**src/rtl/cache_pkg.sv**
```systemverilog
// Shared definitions for the L1 cache set array and its controller:
// request opcodes, default geometry and per-line metadata layout.
package cache_pkg;

    typedef enum logic [1:0] {
        CACHE_OP_LOOKUP = 2'd0,
        CACHE_OP_WRITE  = 2'd1,
        CACHE_OP_FLUSH  = 2'd2,
        CACHE_OP_RSVD   = 2'd3
    } cache_op_e;

    localparam int CACHE_WAYS   = 2;
    localparam int CACHE_SETS   = 2;
    localparam int CACHE_TAG_W  = 26;
    localparam int CACHE_LINE_W = 128;

    // Metadata of one line at the default tag width.
    typedef struct packed {
        logic                   valid;
        logic                   dirty;
        logic [CACHE_TAG_W-1:0] tag;
    } cache_meta_t;

    typedef enum logic {
        SWEEP_IDLE = 1'b0,
        SWEEP_RUN  = 1'b1
    } sweep_state_e;

endpackage

```
**src/rtl/cache_set_array_plru.sv**
```systemverilog
// Combinational tree-PLRU helper: computes the state after touching a way
// and the victim way selected by the current state.
module plru_tree #(
    parameter  int WAYS   = 2,
    localparam int WAY_W  = (WAYS > 1) ? $clog2(WAYS) : 1,
    localparam int PLRU_W = (WAYS > 1) ? WAYS - 1 : 1
) (
    input  logic [PLRU_W-1:0] state,
    input  logic [WAY_W-1:0]  touch_way,
    output logic [PLRU_W-1:0] next_state,
    output logic [WAY_W-1:0]  victim_way
);

    localparam int LEVELS = $clog2(WAYS);

    generate
        if (WAYS == 1) begin : g_single
            assign next_state = state;
            assign victim_way = '0;
        end else begin : g_tree
            // Nodes are heap-numbered from 1 at the root; node n lives in bit n-1.
            // A node value of 0 points the victim search left, 1 points right.
            int node_t;
            int node_v;
            always_comb begin
                next_state = state;
                victim_way = '0;
                node_t     = 1;
                node_v     = 1;
                for (int l = 0; l < LEVELS; l++) begin
                    next_state[node_t-1] = ~touch_way[LEVELS-1-l];
                    node_t = 2 * node_t + int'(touch_way[LEVELS-1-l]);
                    victim_way[LEVELS-1-l] = state[node_v-1];
                    node_v = 2 * node_v + int'(state[node_v-1]);
                end
            end
        end
    endgenerate

endmodule

```
**src/rtl/cache_set_array.sv**
```systemverilog
// N-way set-associative data/tag/valid/dirty storage with registered lookup,
// tree-PLRU replacement and a one-set-per-cycle invalidate-all sweep.
module cache_set_array
    import cache_pkg::*;
#(
    parameter  int WAYS   = CACHE_WAYS,
    parameter  int SETS   = CACHE_SETS,
    parameter  int TAG_W  = CACHE_TAG_W,
    parameter  int LINE_W = CACHE_LINE_W,
    localparam int IDX_W  = $clog2(SETS),
    localparam int WAY_W  = (WAYS > 1) ? $clog2(WAYS) : 1
) (
    input  logic              clk,
    input  logic              reset_n,
    input  logic              req_valid,
    output logic              req_ready,
    input  logic [1:0]        req_op,
    input  logic [IDX_W-1:0]  req_index,
    input  logic [TAG_W-1:0]  req_tag,
    input  logic [WAY_W-1:0]  req_way,
    input  logic [LINE_W-1:0] req_wdata,
    input  logic              req_dirty,
    output logic              resp_valid,
    output logic              resp_hit,
    output logic [WAY_W-1:0]  resp_way,
    output logic [LINE_W-1:0] resp_data,
    output logic [TAG_W-1:0]  resp_tag,
    output logic              resp_line_valid,
    output logic              resp_line_dirty,
    output logic              busy
);

    localparam int PLRU_W = (WAYS > 1) ? WAYS - 1 : 1;
    localparam logic [WAY_W:0] WAYS_LIM = (WAY_W + 1)'(WAYS);

    typedef struct packed {
        logic             valid;
        logic             dirty;
        logic [TAG_W-1:0] tag;
    } line_meta_t;

    logic [LINE_W-1:0] data_q  [SETS][WAYS];
    logic [TAG_W-1:0]  tag_q   [SETS][WAYS];
    logic [WAYS-1:0]   valid_q [SETS];
    logic [WAYS-1:0]   dirty_q [SETS];
    logic [PLRU_W-1:0] plru_q  [SETS];

    sweep_state_e     state_q, state_d;
    logic [IDX_W-1:0] sweep_idx_q, sweep_idx_d;

    logic              resp_valid_q, resp_hit_q;
    logic [WAY_W-1:0]  resp_way_q;
    logic [LINE_W-1:0] resp_data_q;
    line_meta_t        resp_meta_q;

    logic             accept, is_lookup, is_write, is_flush, do_touch;
    logic             hit, inv_found;
    logic [WAY_W-1:0] hit_way, inv_way, sel_way, touch_way, plru_victim;
    logic [PLRU_W-1:0] plru_next;

    assign req_ready = (state_q == SWEEP_IDLE);
    assign busy      = (state_q == SWEEP_RUN);
    assign accept    = req_valid && req_ready;
    assign is_lookup = accept && (req_op == CACHE_OP_LOOKUP);
    assign is_write  = accept && (req_op == CACHE_OP_WRITE);
    assign is_flush  = accept && (req_op == CACHE_OP_FLUSH);

    // Descending scan leaves the lowest matching / lowest invalid way selected.
    always_comb begin
        hit       = 1'b0;
        hit_way   = '0;
        inv_found = 1'b0;
        inv_way   = '0;
        for (int w = WAYS - 1; w >= 0; w--) begin
            if (valid_q[req_index][w] && (tag_q[req_index][w] == req_tag)) begin
                hit     = 1'b1;
                hit_way = WAY_W'(w);
            end
            if (!valid_q[req_index][w]) begin
                inv_found = 1'b1;
                inv_way   = WAY_W'(w);
            end
        end
    end

    assign sel_way   = hit ? hit_way : (inv_found ? inv_way : plru_victim);
    assign touch_way = is_write ? req_way : hit_way;
    assign do_touch  = is_write || (is_lookup && hit);

    // One tree instance serves both touch and victim for the addressed set.
    plru_tree #(.WAYS(WAYS)) u_plru (
        .state      (plru_q[req_index]),
        .touch_way  (touch_way),
        .next_state (plru_next),
        .victim_way (plru_victim)
    );

    always_comb begin
        state_d     = state_q;
        sweep_idx_d = sweep_idx_q;
        unique case (state_q)
            SWEEP_IDLE: begin
                if (is_flush) begin
                    state_d     = SWEEP_RUN;
                    sweep_idx_d = '0;
                end
            end
            SWEEP_RUN: begin
                sweep_idx_d = sweep_idx_q + 1'b1;
                if (sweep_idx_q == IDX_W'(SETS - 1)) state_d = SWEEP_IDLE;
            end
            default: state_d = SWEEP_IDLE;
        endcase
    end

    always_ff @(posedge clk) begin
        if (!reset_n) begin
            state_q      <= SWEEP_IDLE;
            sweep_idx_q  <= '0;
            resp_valid_q <= 1'b0;
            resp_hit_q   <= 1'b0;
            resp_way_q   <= '0;
            resp_data_q  <= '0;
            resp_meta_q  <= '0;
            for (int s = 0; s < SETS; s++) begin
                valid_q[s] <= '0;
                dirty_q[s] <= '0;
                plru_q[s]  <= '0;
            end
        end else begin
            state_q      <= state_d;
            sweep_idx_q  <= sweep_idx_d;
            resp_valid_q <= is_lookup;
            if (is_lookup) begin
                resp_hit_q        <= hit;
                resp_way_q        <= sel_way;
                resp_data_q       <= data_q[req_index][sel_way];
                resp_meta_q.valid <= valid_q[req_index][sel_way];
                resp_meta_q.dirty <= dirty_q[req_index][sel_way];
                resp_meta_q.tag   <= tag_q[req_index][sel_way];
            end
            if (is_write) begin
                valid_q[req_index][req_way] <= 1'b1;
                dirty_q[req_index][req_way] <= req_dirty;
            end
            if (do_touch) plru_q[req_index] <= plru_next;
            if (state_q == SWEEP_RUN) begin
                valid_q[sweep_idx_q] <= '0;
                dirty_q[sweep_idx_q] <= '0;
                plru_q[sweep_idx_q]  <= '0;
            end
        end
    end

    // Line payload and tags survive reset and flush; only metadata is cleared.
    always_ff @(posedge clk) begin
        if (is_write) begin
            data_q[req_index][req_way] <= req_wdata;
            tag_q[req_index][req_way]  <= req_tag;
        end
    end

    always_ff @(posedge clk) begin
        if (reset_n && is_write) begin
            assert ({1'b0, req_way} < WAYS_LIM);
        end
    end

    assign resp_valid      = resp_valid_q;
    assign resp_hit        = resp_hit_q;
    assign resp_way        = resp_way_q;
    assign resp_data       = resp_data_q;
    assign resp_tag        = resp_meta_q.tag;
    assign resp_line_valid = resp_meta_q.valid;
    assign resp_line_dirty = resp_meta_q.dirty;

endmodule

```
**config.mk**
```make
export PLATFORM = sky130hd
export DESIGN_NAME = cache_set_array
export DESIGN_NICKNAME = d
export VERILOG_FILES = /design/src/rtl/cache_pkg.sv /design/src/rtl/cache_set_array_plru.sv /design/src/rtl/cache_set_array.sv
export SDC_FILE = /design/constraint.sdc
export NUM_CORES = 1
export LEC_CHECK = 0
export BUFFER_PORTS_ARGS = -buffer_cell sky130_fd_sc_hd__buf_4
export CAP_MARGIN = 20
export CORE_MARGIN = 2
export CORE_UTILIZATION = 55
export DETAILED_ROUTE_END_ITERATION = 8
export PLACE_DENSITY = 0.75
export SETUP_SLACK_MARGIN = 0.05
export SYNTH_ARGS = -nofsm -noshare
export SYNTH_HDL_FRONTEND = slang
export SYNTH_SLANG_ARGS = --single-unit
```
**constraint.sdc**
```tcl
create_clock -name clk -period 11.45 [get_ports clk]
set_input_delay 0.5725 -clock clk [delete_from_list [all_inputs] [get_ports clk]]
set_output_delay 0.5725 -clock clk [all_outputs]
set_load 0.1 [all_outputs]
```
## Yosys cells after proc, flatten, opt, wreduce, memory -nomap -nowiden

Memories as Yosys holds them, arrays and structs flattened.
Index checks and enable logic that the tools add are counted.

| operators by class | value |
|---|---|
| $add $sub $neg | 1 |
| magnitude comparators | 6 |
| bitwise operators | 4 |
| muxes and demuxes | 60 |
| equality and inequality tests | 5 |
| reduce and logical (&&, ||, !) cells | 17 |

Operators by type and width:

| kind | number |
|---|---|
| $mux W128 | 4 |
| $mux W256 | 1 |
| $demux W128 S1 | 1 |
| $mux W26 | 4 |
| $eq A26 B26 Y1 | 2 |
| $mux W52 | 1 |
| $mux W1 | 36 |
| $demux W26 S1 | 1 |
| $mux W2 | 9 |
| $logic_and A1 B1 Y1 | 9 |
| $reduce_or A2 Y1 | 4 |
| $ge A2 B2 Y1 const B | 2 |
| $lt A1 B2 Y1 const B | 2 |
| $not A1 Y2 | 2 |
| $pmux W1 S2 | 2 |
| $eq A2 B1 Y1 const B | 1 |
| $eq A2 B2 Y1 const B | 1 |
| $logic_not A2 Y1 | 1 |
| $lt A2 B1 Y1 const B | 1 |
| $ne A2 B1 Y1 const B | 1 |
| $not A1 Y1 | 2 |
| $reduce_or A1 Y1 | 2 |
| $add A1 B1 Y1 const B | 1 |
| $demux W1 S1 | 1 |
| other kinds (2) | 2 |

| storage, ports and cells | value |
|---|---|
| input bits | 162 |
| word-level logic and storage cells | 107 |
| register bits after elaboration | 161 |
| memories | 5 |
| memory bits (writable) | 626 |

Memories:

| name | words | width | rd ports | clocked after Yosys merged registers in | wr ports | RTL line | RTL |
|---|---|---|---|---|---|---|---|
| data_q | 2 | 256 | 1 | 0 | 1 | cache_set_array.sv:42 | `logic [LINE_W-1:0] data_q [SETS][WAYS];` |
| tag_q | 2 | 52 | 1 | 0 | 1 | cache_set_array.sv:43 | `logic [TAG_W-1:0] tag_q [SETS][WAYS];` |
| dirty_q | 2 | 2 | 1 | 0 | 2 | cache_set_array.sv:45 | `logic [WAYS-1:0] dirty_q [SETS];` |
| valid_q | 2 | 2 | 1 | 0 | 2 | cache_set_array.sv:44 | `logic [WAYS-1:0] valid_q [SETS];` |
| plru_q | 2 | 1 | 1 | 0 | 2 | cache_set_array.sv:46 | `logic [PLRU_W-1:0] plru_q [SETS];` |

## Logic depth before layout (Yosys ltp)

An unclocked memory read counts as a cell.

| depth | value |
|---|---|
| depth in word-level cells | 13 |
| gate-level depth with buffers | 14 |
| mapped depth without buffers | 8 |

## Cells and area by module

From an unflattened synthesis, not the netlist that was laid out.

| unflattened totals | value |
|---|---|
| cells, all modules | 1869 |
| area total of the unflattened synthesis | 30040.1 sq um |

Modules (own cells, without submodules):

| module | area each (sq um) | cells each | seq. area each (sq um) | times used |
|---|---|---|---|---|
| cache_set_array | 30028.8 | 1867 | 22001.1 | 1 |
| plru_tree | 11.3 | 2 | 0.0 | 1 |

## Worst setup path after synthesis

Ideal clock, no wire load.

| timing path | value |
|---|---|
| path type | flip-flop to flip-flop |
| from | register state_q, in the netlist busy |
| to | memory data_q[0][0] (netlist bit), enable pin |
| setup slack | 2886 ps |
| arrival | 7894 ps |
| cell stages (with the launch flop) | 5 |
| setup time | 670 ps |
| cells stage by stage | dfxtp_1 -> clkbuf_1 -> nor3_1 -> nand2_1 -> nor2_1 |

| between the ends | value |
|---|---|
| longest elaborated chain between the ends | 5 |

Ends and longest elaborated chain:

| item | RTL line | RTL |
|---|---|---|
| from (decl) | cache_set_array.sv:48 | `sweep_state_e state_q, state_d;` |
| from (signal assigned) | cache_set_array.sv:131 | `state_q <= state_d;` |
| $not A1 Y1 | - |  |
| $logic_and A1 B1 Y1 | cache_set_array.sv:63 | `assign accept = req_valid && req_ready;` |
| $logic_and A1 B1 Y1 | cache_set_array.sv:65 | `assign is_write = accept && (req_op == CACHE_OP_WRITE);` |
| $mux W1 | cache_set_array.sv:157 | `if (is_write) begin` |
| $mux W256 (implied by the code) | cache_set_array.sv:158 | `data_q[req_index][req_way] <= req_wdata;` |
| to (decl) | cache_set_array.sv:42 |  |

No other way between the ends.

## Final worst setup path

| timing path | value |
|---|---|
| from | input req_index |
| to | register resp_data_q[57], in the netlist resp_data[57] |

| between the ends | value |
|---|---|
| longest elaborated chain between the ends | 10 |
| elaborated cells on any way between the ends | 20 |
| those cells by class | 2 x eq/ne; 11 x mux; 1 x bitwise; 2 x reduce/logical; 4 x memory |

Ends and longest elaborated chain:

| item | RTL line | RTL |
|---|---|---|
| from (decl) | cache_set_array.sv:18 | `input logic [IDX_W-1:0] req_index,` |
| $mem_v2 Z2 W52 | - |  |
| $eq A26 B26 Y1 | cache_set_array.sv:75 | `if (valid_q[req_index][w] && (tag_q[req_index][w] == req_tag)) begin` |
| $logic_and A1 B1 Y1 | cache_set_array.sv:75 |  |
| $mux W1 (2 in a row) | cache_set_array.sv:75 |  |
| $mux W1 | cache_set_array.sv:86 | `assign sel_way = hit ? hit_way : (inv_found ? inv_way : plru_victim);` |
| $not A1 Y2 (implied by the code) | cache_set_array.sv:137 | `resp_data_q <= data_q[req_index][sel_way];` |
| $mux W128 (implied by the code) (*) (3 in a row) | cache_set_array.sv:137 |  |
| to (signal assigned) | cache_set_array.sv:137 |  |
| to (decl) | cache_set_array.sv:53 | `logic [LINE_W-1:0] resp_data_q;` |

Mark *: on every way between the ends. The rest lies on a longest branch, timed or not. The select of a mux whose other input is x is not followed.
A chain may end at the register's enable or synchronous reset.

==> qor.json <==
{
  "clock_network": {
    "worstSkewPairLatency_ps": 620,
    "cts_inserted_buffers": 79,
    "clkSinkCount": 787,
    "root_buffer": "sky130_fd_sc_hd__clkbuf_16",
    "cts_hold_buffers": 0,
    "tritoncts_clock_tree": "done",
    "clk_pin_slew_worst_paths_ps": 70,
    "post_cts_buffers": 0,
    "cts-resized-gates": 0,
    "h-tree-depth": 3,
    "max-clock-path-buffers": 3
  },
  "power_and_ir_drop": {
    "p_leak_nw": 12.3,
    "vdd_drop_max_uv": 195,
    "power_per_cell_area_nw_per_um2": 177
  },
  "grt": {
    "grt_usage_pct": 26.1,
    "global_route_wire_length_before_repair_um": 111000,
    "first_global_vias": 19200,
    "grt-ovfl-total": 0,
    "largest_net_degree_at_the_start_of_global_routing": 155,
    "antenna_found_initial": 8
  },
  "yosys": {
    "synth.top_cells.by_area": "sky130_fd_sc_hd__edfxtp_1, sky130_fd_sc_hd__dfxtp_1, sky130_fd_sc_hd__a221o_1",
    "yosysTopAreaCell": "sky130_fd_sc_hd__edfxtp_1",
    "simple_gate_area_share_of_the_yosys_netlist_pct": 4.16,
    "synthCells": 1876,
    "synth_compound_gate_area_share_pct": 10.5,
    "async_flop_share_pct": 0,
    "synth_seq_cells": 787,
    "synth.yosys.seq_area_share_pct": 74.3,
    "synth_top_area_share_pct": 63.3,
    "post_synthesis_net_count": 2038,
    "netlist-cell-type-count": 43,
    "count_of_flip_flops_with_a_built_in_enable_after_synthesis": 624,
    "yosysWarningCount": 0,
    "synth.cell_area_um2": 29600,
    "synth_mux_area_share_pct": 7.21,
    "synth_top_family_by_area": "compound AO/OA/AOI/OAI gates",
    "syn_area_per_cell_um2": 15.8,
    "postSynth.topFlopCell": "sky130_fd_sc_hd__edfxtp_1",
    "post_synth_xor_area_fraction_pct": 1.60,
    "synthAdderAreaFrac_pct": 0
  },
  "route": {
    "detail_route.iter0.violations": 1694,
    "drt-wirelength-per-cell_um": 25.1,
    "remaining_drc_errors": 0,
    "via_density_per_instance": 6.21,
    "postRouteAntennaNets": 0,
    "routed_wirelength_um": 73700,
    "detail_route.first_pass.iterations": 5,
    "routed_via_count": 18200
  },
  "setup_path": {
    "path_buf_inv": 3,
    "endpoint_kind": "flip-flop",
    "timing.critical_path.arrival_ps": 5760,
    "timing.critical_path.from": "req_index",
    "timing.critical_path.max_delay_family": "buffers and inverters",
    "cpMaxStageDelayCell": "sky130_fd_sc_hd__buf_4",
    "crit_top_cell": "sky130_fd_sc_hd__buf_4",
    "critPathCapture": "resp_data[57]$_SDFFE_PN0P_",
    "maximum_fanout_along_the_worst_path": 69,
    "ff2ff_path_depth": 9,
    "setup.worst_path.class": "input pin to flip-flop",
    "worstSetupStartpointType": "input pin",
    "register_to_register_setup_slack_ps": 6660,
    "slowest_stage_delay_on_critical_path_ps": 890,
    "r2r-start": "tag_q[1][0]$_DFFE_PP_",
    "cp.required_ps": 11940,
    "critical_path.reg2reg.endpoint": "resp_data[57]$_SDFFE_PN0P_",
    "worstSetupPathDepth": 11,
    "cp_cell_sequence": "buf_4, buf_4, mux2i_1, xnor2_1, nor4_1, nand4_1, o22a_4, nor2_8, buf_4, mux2_2, a221o_1"
  },
  "job": {
    "cap_violations": 0
  },
  "timing": {
    "drv_slew": 0,
    "worstMarginPinSlew_ps": 1160,
    "setup_viol_count_final": 0,
    "period_needed_ps": 5270,
    "timing.max_slew.rel_slack_pct": 22.4,
    "count_of_endpoints_failing_hold_in_the_final_timing_report": 0,
    "rsz0062_at_grt": "false",
    "maxClockFrequency_mhz": 190,
    "finalClockSkew_ps": 33.6,
    "fin_setup_tns_ps": 0,
    "finalCritPeriodShare_pct": 46.0
  },
  "floorplanning": {
    "chipHeight_um": 236,
    "design.core.area_um2": 53500,
    "boundaryPins": 323,
    "fp.dieArea_um2": 55700,
    "die_w_um": 236,
    "rows": 85,
    "initial_utilization_pct": 55.4
  },
  "placed_design": {
    "port-buffer-count": 322,
    "globalplace.congestion": 0.783,
    "hpwlAfterDp_um": 39600
  },
  "min_path": {
    "hold_path_class": "input pin to flip-flop"
  },
  "finish": {
    "layout-drive-gt1-share_pct": 25.0,
    "areaGrowthSynthToFinish_pct": 18.6,
    "final_net_count": 2331,
    "fin_util_pct": 65.7
  },
  "outcome": {
    "outcome": "complete, no violations"
  }
}
==> state kept, by name, indices dropped and copies added, names as in the netlist <==
| signal | count |
|---|---|
| busy | 1 |
| data_q | 512 |
| dirty_q | 4 |
| plru_q | 2 |
| resp_data | 128 |
| resp_hit | 1 |
| resp_line_dirty | 1 |
| resp_line_valid | 1 |
| resp_tag | 26 |
| resp_valid | 1 |
| resp_way | 1 |
| sweep_idx_q | 1 |
| tag_q | 104 |
| valid_q | 4 |
==> cell families after synthesis <==
logic type                after synthesis
muxes                                 196
DFF                                   787
and+or+nand+nor                       245
AOI/OAI and AO/OA                     456
xor gates and xnor gates               54
buffers and inverters                 138
==> worst min-delay path by stage <==
stage,start,endpoint,cells past startpoint
after floorplan,plru_q[1]$_DFF_P_,plru_q[1]$_DFF_P_,2
after global placement,resp_hit$_SDFFE_PN0P_,resp_hit$_SDFFE_PN0P_,2
after detailed placement,resp_hit$_SDFFE_PN0P_,resp_hit$_SDFFE_PN0P_,2
after CTS,req_wdata[18],data_q[1][18]$_DFFE_PP_,1
after global routing,req_wdata[18],data_q[0][18]$_DFFE_PP_,1
final,req_wdata[18],data_q[1][18]$_DFFE_PP_,1
==> layout by cell type (no fill, tap or decap), types with 4 or more instances in the layout <==
master / count
sky130_fd_sc_hd__edfxtp_1: 624
sky130_fd_sc_hd__buf_4: 348
sky130_fd_sc_hd__dfxtp_1: 163
sky130_fd_sc_hd__a21oi_1: 144
sky130_fd_sc_hd__o21ai_0: 140
sky130_fd_sc_hd__nand3_1: 139
sky130_fd_sc_hd__a221o_1: 134
sky130_fd_sc_hd__clkbuf_16: 83
sky130_fd_sc_hd__mux2_2: 82
sky130_fd_sc_hd__mux2i_1: 60
sky130_fd_sc_hd__mux2_1: 53
sky130_fd_sc_hd__xnor2_1: 52
sky130_fd_sc_hd__nand2_1: 48
sky130_fd_sc_hd__clkbuf_1: 27
sky130_fd_sc_hd__a32o_1: 15
sky130_fd_sc_hd__nor4_1: 12
sky130_fd_sc_hd__and2_1: 12
sky130_fd_sc_hd__clkinv_2: 10
sky130_fd_sc_hd__a311o_1: 7
sky130_fd_sc_hd__o21bai_1: 7
sky130_fd_sc_hd__clkinv_1: 7
sky130_fd_sc_hd__clkbuf_8: 7
sky130_fd_sc_hd__bufinv_16: 6
sky130_fd_sc_hd__nor3_1: 5
sky130_fd_sc_hd__nor2_1: 5
sky130_fd_sc_hd__nand2b_1: 5
sky130_fd_sc_hd__diode_2: 4
sky130_fd_sc_hd__inv_6: 4
==> cells in the mapped netlist (3+ instances only) <==
library cell and instances:
sky130_fd_sc_hd__and2_1 13, sky130_fd_sc_hd__nand2b_1 5, sky130_fd_sc_hd__and3_1 3, sky130_fd_sc_hd__edfxtp_1 624, sky130_fd_sc_hd__buf_6 13, sky130_fd_sc_hd__o21ai_0 140
sky130_fd_sc_hd__nand2_1 49, sky130_fd_sc_hd__a21oi_1 144, sky130_fd_sc_hd__a32o_1 15, sky130_fd_sc_hd__a221o_1 134, sky130_fd_sc_hd__clkbuf_1 88, sky130_fd_sc_hd__mux2_2 82
sky130_fd_sc_hd__nor4_1 13, sky130_fd_sc_hd__nand3_1 139, sky130_fd_sc_hd__nor2_1 7, sky130_fd_sc_hd__mux2_1 53, sky130_fd_sc_hd__o21bai_1 7, sky130_fd_sc_hd__buf_1 8
sky130_fd_sc_hd__dfxtp_1 163, sky130_fd_sc_hd__nor3_1 6, sky130_fd_sc_hd__buf_2 26, sky130_fd_sc_hd__mux2i_1 60, sky130_fd_sc_hd__xnor2_1 52, sky130_fd_sc_hd__a311o_1 7
==> power breakdown <==
| group | internal, W | switching [W] | total (W) |
|---|---|---|---|
| clock network | 0.00152 | 0.00106 | 0.00257 |
| logic | 0.000142 | 0.000346 | 0.000489 |
| registers | 0.00313 | 0.0000231 | 0.00316 |
==> metrics by stage <==
step	total power, W	instance area, um2	hold slack, ps	worst slack (ps)	cells
after global routing	0.00640	35100	129	6020	2934
after CTS	0.00626	35100	112	6280	2931
after global placement	0.00369	32500	438	5630	2784
after floorplan	0.00354	29600	444	2890	1876
final	0.00622	35100	146	6180	2935
after detailed placement	0.00370	32500	448	5580	2784
==> final cells by class <==
cell class / instances / area [um2]
Multi-Input combinational cell: 951 / 7010
Antenna cell: 4 / 10.0
Clock inverter: 30 / 314
Timing Repair Buffer: 349 / 2630
Inverter: 1 / 3.75
Sequential cell: 787 / 22000
Tap cell: 696 / 871
Fill cell: 3697 / 18400
Clock buffer: 117 / 2270
==> metal layers <==
layer | wire (um) | global-route usage, % | vias to the layer above
met3 | 6480 | 6.59 | 131
met1 | 28900 | 32.9 | 9274
met4 | 1890 | 10.2 | 8
met5 | 55 | 0 | -
met2 | 36400 | 43.8 | 827
li1 | - | - | 7984
==> worst register-to-register path, stage by stage, from the launching register on <==
cell and delay, ps:
sky130_fd_sc_hd__edfxtp_1 360, sky130_fd_sc_hd__mux2i_1 240, sky130_fd_sc_hd__xnor2_1 110, sky130_fd_sc_hd__nor4_1 540, sky130_fd_sc_hd__nand4_1 370, sky130_fd_sc_hd__o22a_4 550, sky130_fd_sc_hd__nor2_8 730, sky130_fd_sc_hd__buf_4 900
sky130_fd_sc_hd__mux2_2 580, sky130_fd_sc_hd__a221o_1 290
(Power assumes the default switching activity.)
